`config.mk`:
```
export PLATFORM = sky130hd
export DESIGN_NAME = sync_fifo_controller
export DESIGN_NICKNAME = d
export VERILOG_FILES = /design/src/rtl/sync_fifo_controller.sv
export SDC_FILE = /design/constraint.sdc
export NUM_CORES = 1
export LEC_CHECK = 0
export CAP_MARGIN = 20
export CORE_UTILIZATION = 47
export DETAILED_ROUTE_END_ITERATION = 8
export PLACE_DENSITY = 0.83
export SYNTH_ARGS = -nofsm -noshare
export SYNTH_HDL_FRONTEND = slang
export SYNTH_SLANG_ARGS = --single-unit
```
`constraint.sdc`:
```
create_clock -name clk -period 3.6 [get_ports clk]
set_input_delay 0.9 -clock clk [delete_from_list [all_inputs] [get_ports clk]]
set_output_delay 0.9 -clock clk [all_outputs]
set_load 0.02 [all_outputs]
```
`src/rtl/sync_fifo_controller.sv`:
```
// sync_fifo_controller: pointer/flag controller for a synchronous FIFO whose
// storage lives in an external dual-port memory with a registered read port.
// Pointers carry one extra wrap bit so full and empty can be told apart.
// Optional error flags are built when SYNC_FIFO_ERROR_FLAGS_EN is defined.
//
// Handshake: a push is accepted (write_enable) whenever push is high and the
// FIFO is not full; a pop is accepted (read_enable) whenever pop is high and
// the FIFO is not empty. Both strobes are combinational from current state.
// The memory registers its read data, so read_valid follows read_enable by
// exactly one cycle. Requests are ignored while reset is high.
module sync_fifo_controller #(
   parameter int  NUM_ADDRESS       = 8,
   parameter int  ALMOST_FULL_LEVEL = NUM_ADDRESS - 2,
   localparam int AW                = $clog2(NUM_ADDRESS)
) (
   input  logic          clk,
   input  logic          reset,
   input  logic          push,
   input  logic          pop,
   output logic          write_enable,
   output logic          read_enable,
   output logic [AW-1:0] write_address,
   output logic [AW-1:0] read_address,
   output logic          full,
   output logic          empty,
   output logic          almost_full,
   output logic [AW:0]   count,
`ifdef SYNC_FIFO_ERROR_FLAGS_EN
   input  logic          err_clear,
   output logic          overflow_err,
   output logic          underflow_err,
`endif
   output logic          read_valid
);

   localparam logic [AW:0] PTR_ONE  = (AW+1)'(1);
   localparam logic [AW:0] AF_LEVEL = (AW+1)'(ALMOST_FULL_LEVEL);

   logic [AW:0] r_wr_ptr;
   logic [AW:0] r_rd_ptr;
   logic        r_read_valid;
   logic        w_full;
   logic        w_empty;
   logic        w_push_acc;
   logic        w_pop_acc;
   logic [AW:0] w_count;

   // Status flags and accept strobes derived from the current pointers.
   always_comb begin
      w_empty    = (r_wr_ptr == r_rd_ptr);
      w_full     = (r_wr_ptr[AW-1:0] == r_rd_ptr[AW-1:0]) &&
                   (r_wr_ptr[AW] != r_rd_ptr[AW]);
      w_count    = r_wr_ptr - r_rd_ptr;
      w_push_acc = push && !w_full  && !reset;
      w_pop_acc  = pop  && !w_empty && !reset;
   end

   // Pointer advance on accepted requests; wraps modulo 2*NUM_ADDRESS.
   always_ff @(posedge clk or posedge reset) begin
      if (reset) begin
         r_wr_ptr <= '0;
         r_rd_ptr <= '0;
      end else begin
         if (w_push_acc) r_wr_ptr <= r_wr_ptr + PTR_ONE;
         if (w_pop_acc)  r_rd_ptr <= r_rd_ptr + PTR_ONE;
      end
   end

   // read_valid tracks the memory read register one cycle after read_enable.
   always_ff @(posedge clk or posedge reset) begin
      if (reset) r_read_valid <= 1'b0;
      else       r_read_valid <= w_pop_acc;
   end

`ifdef SYNC_FIFO_ERROR_FLAGS_EN
   logic r_overflow_err;
   logic r_underflow_err;

   // Sticky misuse flags; a new error wins over a same-cycle clear.
   always_ff @(posedge clk or posedge reset) begin
      if (reset) begin
         r_overflow_err  <= 1'b0;
         r_underflow_err <= 1'b0;
      end else begin
         if (push && w_full)      r_overflow_err  <= 1'b1;
         else if (err_clear)      r_overflow_err  <= 1'b0;
         if (pop && w_empty)      r_underflow_err <= 1'b1;
         else if (err_clear)      r_underflow_err <= 1'b0;
      end
   end

   assign overflow_err  = r_overflow_err;
   assign underflow_err = r_underflow_err;
`endif

   assign write_enable  = w_push_acc;
   assign read_enable   = w_pop_acc;
   assign write_address = r_wr_ptr[AW-1:0];
   assign read_address  = r_rd_ptr[AW-1:0];
   assign full          = w_full;
   assign empty         = w_empty;
   assign almost_full   = (w_count >= AF_LEVEL);
   assign count         = w_count;
   assign read_valid    = r_read_valid;

endmodule

```
## Word level (Yosys, flattened, before mapping)

Index checks and enable logic that the tools add are counted.

| storage, ports and cells | value |
|---|---|
| register bits after elaboration | 9 |
| input bits | 4 |
| output and inout port bits | 16 |
| word-level logic and storage cells | 18 |

| operators by class | value |
|---|---|
| add/sub/neg operators | 3 |
| magnitude comparators | 1 |
| equality and inequality tests | 3 |
| reduce and logical (&&, ||, !) cells | 8 |

Operator list:

| operator | number |
|---|---|
| 4-bit by 1-bit adder with 4-bit output (second input constant) | 2 |
| 1-bit logical AND | 5 |
| 4-bit == test | 1 |
| 4-bit by 3-bit greater-or-equal comparator with 1-bit output (second input constant) | 1 |
| 4-bit subtractor | 1 |
| 3-bit == test | 1 |
| 1-bit zero test | 3 |
| 1-bit != test | 1 |

## Longest topological paths before layout

Gate-level depths: netlist of run 1.

| depth | value |
|---|---|
| word-level depth | 5 |
| mapped depth | 6 |
| mapped depth without buffers | 6 |

## Worst setup path before layout of run 1

OpenSTA, ideal clock, no wires.

| path | value |
|---|---|
| path type | register to output |
| start point | register r_wr_ptr[0] |
| end point | output port almost_full |
| data arrival time | 1.778 ns |
| data required time | 2.700 ns |
| slack | 0.922 ns |
| stages on the path, launching flop included | 7 |
| path buffers | 0 |
| cell sequence | dfrtp_1 inv_1 ha_1 fa_1 xnor2_1 nand2_1 o21ai_0 |

| between the ends | value |
|---|---|
| longest elaborated chain between the ends | 2 |

Ends and longest elaborated chain:

| what | RTL line | RTL |
|---|---|---|
| from (decl) | 39 | `logic [AW:0] r_wr_ptr;` |
| from (signal assigned) | 64 | `if (w_push_acc) r_wr_ptr <= r_wr_ptr + PTR_ONE;` |
| 4-bit subtractor | 53 | `w_count = r_wr_ptr - r_rd_ptr;` |
| via count[2] | 27 | `output logic [AW:0] count,` |
| 4-bit by 3-bit greater-or-equal comparator with 1-bit output | 102 | `assign almost_full = (w_count >= AF_LEVEL);` |
| to (decl) | 26 | `output logic almost_full,` |

The timed path passes the listed nets, and every way through them passes these cells.

## Worst setup path in the final report of run 1

| path | value |
|---|---|
| start point | input port reset |
| end point | output port write_enable |

| between the ends | value |
|---|---|
| longest elaborated chain between the ends | 2 |

Ends and longest elaborated chain:

| what | RTL line | RTL |
|---|---|---|
| from (decl) | 17 | `input logic reset,` |
| 1-bit zero test (no line) | n/a |  |
| 1-bit logical AND | 54 | `w_push_acc = push && !w_full && !reset;` |
| to (decl) | 20 | `output logic write_enable,` |

Every way passes these cells.

==> results of run 1 <==
[area by class of cell]
class                   instances  share of cell area
multi-input cells              37               0.401
flip-flops and latches          9               0.274
repair buffers                 19               0.231
inverters                       9              0.0410
clock buffers                   4              0.0319
well taps                      14              0.0213
[routing by layer]
| metal | vias to the layer above | GRT usage | wire [µm] |
|---|---|---|---|
| met5 | - | 0 | 0 |
| met4 | 0 | 0.129 | 10 |
| met3 | 2 | 0.0173 | 40 |
| met2 | 14 | 0.333 | 543 |
| met1 | 234 | 0.234 | 496 |
| li1 | 232 | - | - |
[registers in the layout, summed over array words and instances, names as in the netlist]
name        flops
r_wr_ptr        4
r_rd_ptr        4
read_valid      1
[stage by stage]
stage / instance area (µm²) / setup slack, ns
6_report: 823 / 0.301
3_5_place_dp: 797 / 0.325
2_1_floorplan: 634 / 0.922
4_1_cts: 823 / 0.328
3_3_place_gp: 797 / 0.347
5_1_grt: 823 / 0.242
[cells in the final DEF (no fill, tap or decap)]
cell type and n:
nor2_1 3, dfrtp_1 9, clkdlybuf4s50_1 19, clkbuf_1 1, mux2_4 1, o21ai_0 1
nor2b_1 2, clkbuf_4 3, nand2_1 1, xnor2_1 8, o211ai_1 4, mux2_1 1
nand3_2 1, nand3b_1 1, xor2_2 1, ha_1 5, and3_2 1, inv_1 9
o21ai_2 2, a21oi_1 2, and4b_1 2, fa_1 1
[how the worst min path moves through the flow]
stage / startpoint / endpoint / slack (ns)
final: r_rd_ptr[2] / r_rd_ptr[2] / 0.54
after CTS: r_rd_ptr[2] / r_rd_ptr[2] / 0.54
after floorplan: r_rd_ptr[2] / r_rd_ptr[2] / 0.48
after global placement: r_wr_ptr[2] / r_wr_ptr[2] / 0.53
after detailed placement: r_rd_ptr[2] / r_rd_ptr[2] / 0.53
after global routing: r_wr_ptr[0] / r_wr_ptr[0] / 0.58
[kinds of logic after synthesis]
logic type,after synthesis,share of synthesized area
xor gates and xnor gates,9,0.136
adders and majority gates,6,0.130
buffers and inverters,15,0.124
DFF,9,0.355
muxes,2,0.0414
AOI/OAI and AO/OA,9,0.0986
and+or+nand+nor,11,0.114
[critical path: cells and delay by family]
kind	cells	cell delay, ns
AOI/OAI and AO/OA	1	0.12
buffers and inverters	3	1.15
and+or+nand+nor	1	0.23
==> flow_summary.yaml, run 1 <==
clock_network:
  clk_pin_slew_worst_paths_ns: 0.05
  numClockSinks: 9
  cts-htree-levels: 1
  ctsRootBufferMaster: "clkbuf_4"
  cts_tree: "yes"
  cts_hold_buf: 0
  cts_setup_buffers: 0
  cts_resized: 0
  clk_path_buf_depth: 2
  clkLatencyLatePin_ns: 0.25
  cts_buffers: 3
synth:
  synth_edf_count: 0
  synth.area.top_cells: "dfrtp_1 (36%), xnor2_1 (11%), ha_1 (9.9%)"
  yosys.area.top_type_share: 0.355
  yosys-top-cells-count: "dfrtp_1 (9), inv_1 (9), xnor2_1 (8)"
  synthArstFlopShare: 1.00
  syn_nets: 71
  synth_cell_types: 20
  synthFlopType: "dfrtp_1"
  synth_area_per_cell_um2: 10.4
  seq_area_frac_synth: 0.355
  yosysTopAreaCell: "dfrtp_1"
  yosys_warnings: 0
  netlist_instances: 61
  syn_area_um2: 634
  ys_ff_latch: 9
setup_path:
  r2r_slack_ns: 1.87
  rr_startpoint: "r_rd_ptr[2]"
  r2r_cells: 5
  crit_top_cell: "clkdlybuf4s50_1"
  crit_start: "reset"
  path_cells: "clkdlybuf4s50_1, nor2b_1, o21ai_2, inv_1, clkdlybuf4s50_1"
  r2r-end: "r_wr_ptr[1]"
  critical_path.max_stage_delay_ns: 0.61
  critPathLaunchType: "primary input"
  cp_max_fo: 5
  endpoint: "write_enable"
  cpMaxStageDelayCell: "clkdlybuf4s50_1"
  crit_arrival_ns: 2.40
  cp-end-kind: "output port"
  criticalPathCategory: "in -> out"
  required_ns: 2.70
sta:
  holdWs_ns: 0.540
  fin_worst_skew_ns: 0.00256
  rsz0062_at_grt: "false"
  period_needed_ns: 3.30
  finalHoldViolations: 0
  min_period_over_period: 0.916
  slew-limit-headroom: 0.729
  fmax_mhz: 303
  finalMaxSlewViolations: 0
  fin_setup_tns_ns: 0
  setup_violations: 0
  worst_slew_pin_slew_ns: 0.403
route:
  wirelength_um: 1090
  vias: 482
  wl_per_cell_um: 11.9
  remaining_drc_errors: 0
  avgViaCountPerCell: 5.24
  dr.pass1.iters: 1
  drt_iter0_drc: 0
  ant_nets: 0
min_path:
  hp-class: "reg -> reg"
  hold_path_depth: 1
die:
  die_area_mm2: 0.00150
  ios: 20
  coreArea_mm2: 0.00119
  start_util: 0.535
  die_w_um: 38.7
  rows: 12
  die_h_um: 38.7
finish:
  drive_gt1_frac: 0.115
  layout.nets: 89
  antenna_cells: 0
  regArea_um2: 225
  stdcell_count: 92
  area_growth_pct: 29.8
  multi_input_area_um2: 330
  fin_util: 0.694
  nFillCells: 105
grt:
  grt.total_usage: 0.197
  grt_max_degree: 10
  overflow: 0
  grt_pass1_wl_um: 1970
  grt_pass1_vias: 471
  antenna_found_initial: 0
placement:
  placed_cells: 88
  port_buffers: 19
  place_congestion: 0.713
  dp_hpwl_um: 884
outcome:
  status: "complete, no violations"
run:
  timing.max_cap.violations: 0
Power of run 1 is not shown: default switching activity piles up to over one toggle a cycle in this logic, so the estimate is an artifact.
==> run 2, diff against run 1 <==
--- a/config.mk
+++ b/config.mk
@@ -5,10 +5,11 @@
 export SDC_FILE = /design/constraint.sdc
 export NUM_CORES = 1
 export LEC_CHECK = 0
+export ABC_AREA = 1
 export CAP_MARGIN = 20
-export CORE_UTILIZATION = 47
+export CORE_UTILIZATION = 50
 export DETAILED_ROUTE_END_ITERATION = 8
-export PLACE_DENSITY = 0.83
+export PLACE_DENSITY = 0.85
 export SYNTH_ARGS = -nofsm -noshare
 export SYNTH_HDL_FRONTEND = slang
 export SYNTH_SLANG_ARGS = --single-unit
==> run 2 against run 1 <==
Against the previous run: die area is 7.0% higher; critical path depth did not move; clock-buffer cell count stayed put; first-iteration DRC count up 18; clock skew up 0.0040 ns; highest routed layer unchanged; register-to-register slack improved by 0.25 ns; utilization is essentially flat; critical path type unchanged; synthesized cell count up 52%; non-clock buffer count is the same.
==> flow_summary.yaml, run 2 <==
outcome:
  status: "complete, no violations"
finish:
  area_growth_pct: 26.3
  drive_gt1_frac: 0.173
  layout.nets: 121
  nFillCells: 105
  postLayoutCellArea_um2: 915
  antenna_cells: 0
  final_common_cell: "nand2_1"
  final_cell_mix: "nand2_1 (27), clkdlybuf4s50_1 (19), nand3_1 (11)"
placement:
  place_ws_ns: 0.332
  place_area_um2: 888
  place_congestion: 0.731
  port_buffers: 19
  dp_hpwl_um: 1140
min_path:
  hp-class: "reg -> reg"
setup_path:
  crit_arrival_ns: 2.36
  criticalPathCategory: "in -> out"
  cp_max_fo: 5
  cp-end-kind: "output port"
  required_ns: 2.70
  critPathLaunchType: "primary input"
die:
  die_area_mm2: 0.00161
  die_w_um: 40.1
  ios: 20
  start_util: 0.550
  die_h_um: 40.1
  coreArea_mm2: 0.00132
  rows: 13
route:
  wl_per_cell_um: 11.6
  drt_iter0_drc: 18
  vias: 615
  ant_nets: 0
  wl_met1_um: 637
  dr.pass1.iters: 4
  remaining_drc_errors: 0
  wl_met3_um: 49
  wirelength_um: 1460
  top_layer: "met4"
  avgViaCountPerCell: 4.92
  wl_met2_um: 739
synth:
  synth_cell_types: 17
  synth_area_per_cell_um2: 7.79
  netlist_instances: 93
  syn_area_um2: 724
  synthArstFlopShare: 1.00
  yosys_warnings: 0
  synthFlopType: "dfrtp_1"
  yosysTopAreaCell: "dfrtp_1"
  seq_area_frac_synth: 0.311
  yosys.area.top_type_share: 0.311
  syn_nets: 103
  synth.area.top_cells: "dfrtp_1 (31%), nand2_1 (14%), ha_1 (8.6%)"
  yosys-top-cells-count: "nand2_1 (27), nand3_1 (11), inv_1 (10)"
  ys_ff_latch: 9
  yosysMostFrequentCell: "nand2_1"
  synth_edf_count: 0
sta:
  setup_violations: 0
  holdWs_ns: 0.584
  fin_setup_tns_ns: 0
  slew-limit-headroom: 0.759
  period_needed_ns: 3.26
  fin_worst_skew_ns: 0.00657
  finalHoldViolations: 0
  fmax_mhz: 307
  worst_slew_pin_slew_ns: 0.361
  rsz0062_at_grt: "false"
  worst_slack_ns: 0.339
  finalMaxSlewViolations: 0
  min_period_over_period: 0.906
pwr:
  pwr-share-comb: 0.733
  switchingPower_w: 0.000552
  p_leak_nw: 0.501
  switching_share: 0.501
  p_int_w: 0.000550
  power_frac_clock: 0.073
  ir_drop_mv: 0.567
  seq_power_share: 0.194
  power.density_mw_per_mm2: 1210
grt:
  grt_pass1_wl_um: 2330
  grt_max_degree: 10
  overflow: 0
  antenna_found_initial: 0
  grt_pass1_vias: 570
  grt.total_usage: 0.228
clock_network:
  numClockSinks: 9
  cts-htree-levels: 1
  clk_path_buf_depth: 2
  cts_resized: 0
  clkLatencyLatePin_ns: 0.26
  ctsRootBufferMaster: "clkbuf_4"
  cts_tree: "yes"
  cts_setup_buffers: 0
  clk_pin_slew_worst_paths_ns: 0.06
  cts_hold_buf: 0
  cts_buffers: 3
run:
  timing.max_cap.violations: 0
run 2: final timing paths:
check / slack, ns / startpoint / endpoint / cells past startpoint
min in group asynchronous: 1.07 / reset / r_rd_ptr[1] / 2
min: 0.58 / r_wr_ptr[3] / r_wr_ptr[3] / 2
max: 0.34 / reset / write_enable / 5
max reg2reg: 2.12 / r_rd_ptr[1] / r_rd_ptr[2] / 8
max in group asynchronous: 2.27 / reset / r_rd_ptr[2] / 2
min reg2reg: 0.58 / r_wr_ptr[3] / r_wr_ptr[3] / 2
run 2: kinds of logic after synthesis:
logic type,count (synthesis),share of synthesized area
buffers and inverters,22,0.145
XOR/XNOR,3,0.0363
flip-flops,9,0.311
adder cells (fa/ha/maj),6,0.114
AO/OA/AOI/OAI,1,0.00690
AND/OR/NAND/NOR,52,0.387
run 2: per-layer routing:
layer	vias to the layer above	GRT usage
li1	321	-
met1	271	0.255
met2	19	0.391
met3	4	0.0389
met4	0	0.155
met5	-	0
run 2: power groups by stage:
stage | Clock [W] | Combinational, W | Sequential [W]
after floorplan | 0 | 0.000544 | 0.000198
after global placement | 0 | 0.000787 | 0.000213
after detailed placement | 0 | 0.000813 | 0.000214
after CTS | 0.0000818 | 0.000816 | 0.000213
after global routing | 0.0000855 | 0.000889 | 0.000222
final | 0.0000808 | 0.000808 | 0.000214
run 2: through the flow:
| stage | std cells | utilization | power [W] |
|---|---|---|---|
| 6_report | 125 | 0.694 | 0.00110 |
| 5_1_grt | 125 | 0.694 | 0.00120 |
| 4_1_cts | 125 | 0.694 | 0.00111 |
| 3_5_place_dp | 121 | 0.674 | 0.00103 |
| 3_3_place_gp | 121 | 0.674 | 0.00100 |
| 2_1_floorplan | 93 | - | 0.000742 |
run 2: final cells by class:
class	instances	area, µm²	share of cell area
timing repair buffer	19	190	0.208
tap	15	18.8	0.0205
multi-input combinational	62	394	0.431
clock buffer	4	26.3	0.0287
sequential	9	225	0.246
inverter	16	60.1	0.0657
run 2: worst max-delay path: stages:
cell and delay, ns:
clkdlybuf4s50_1 0.51, nor2_4 0.22, nand2_4 0.08, inv_1 0.05, clkdlybuf4s50_1 0.59
Note: power is estimated with default switching activity, not from simulation.
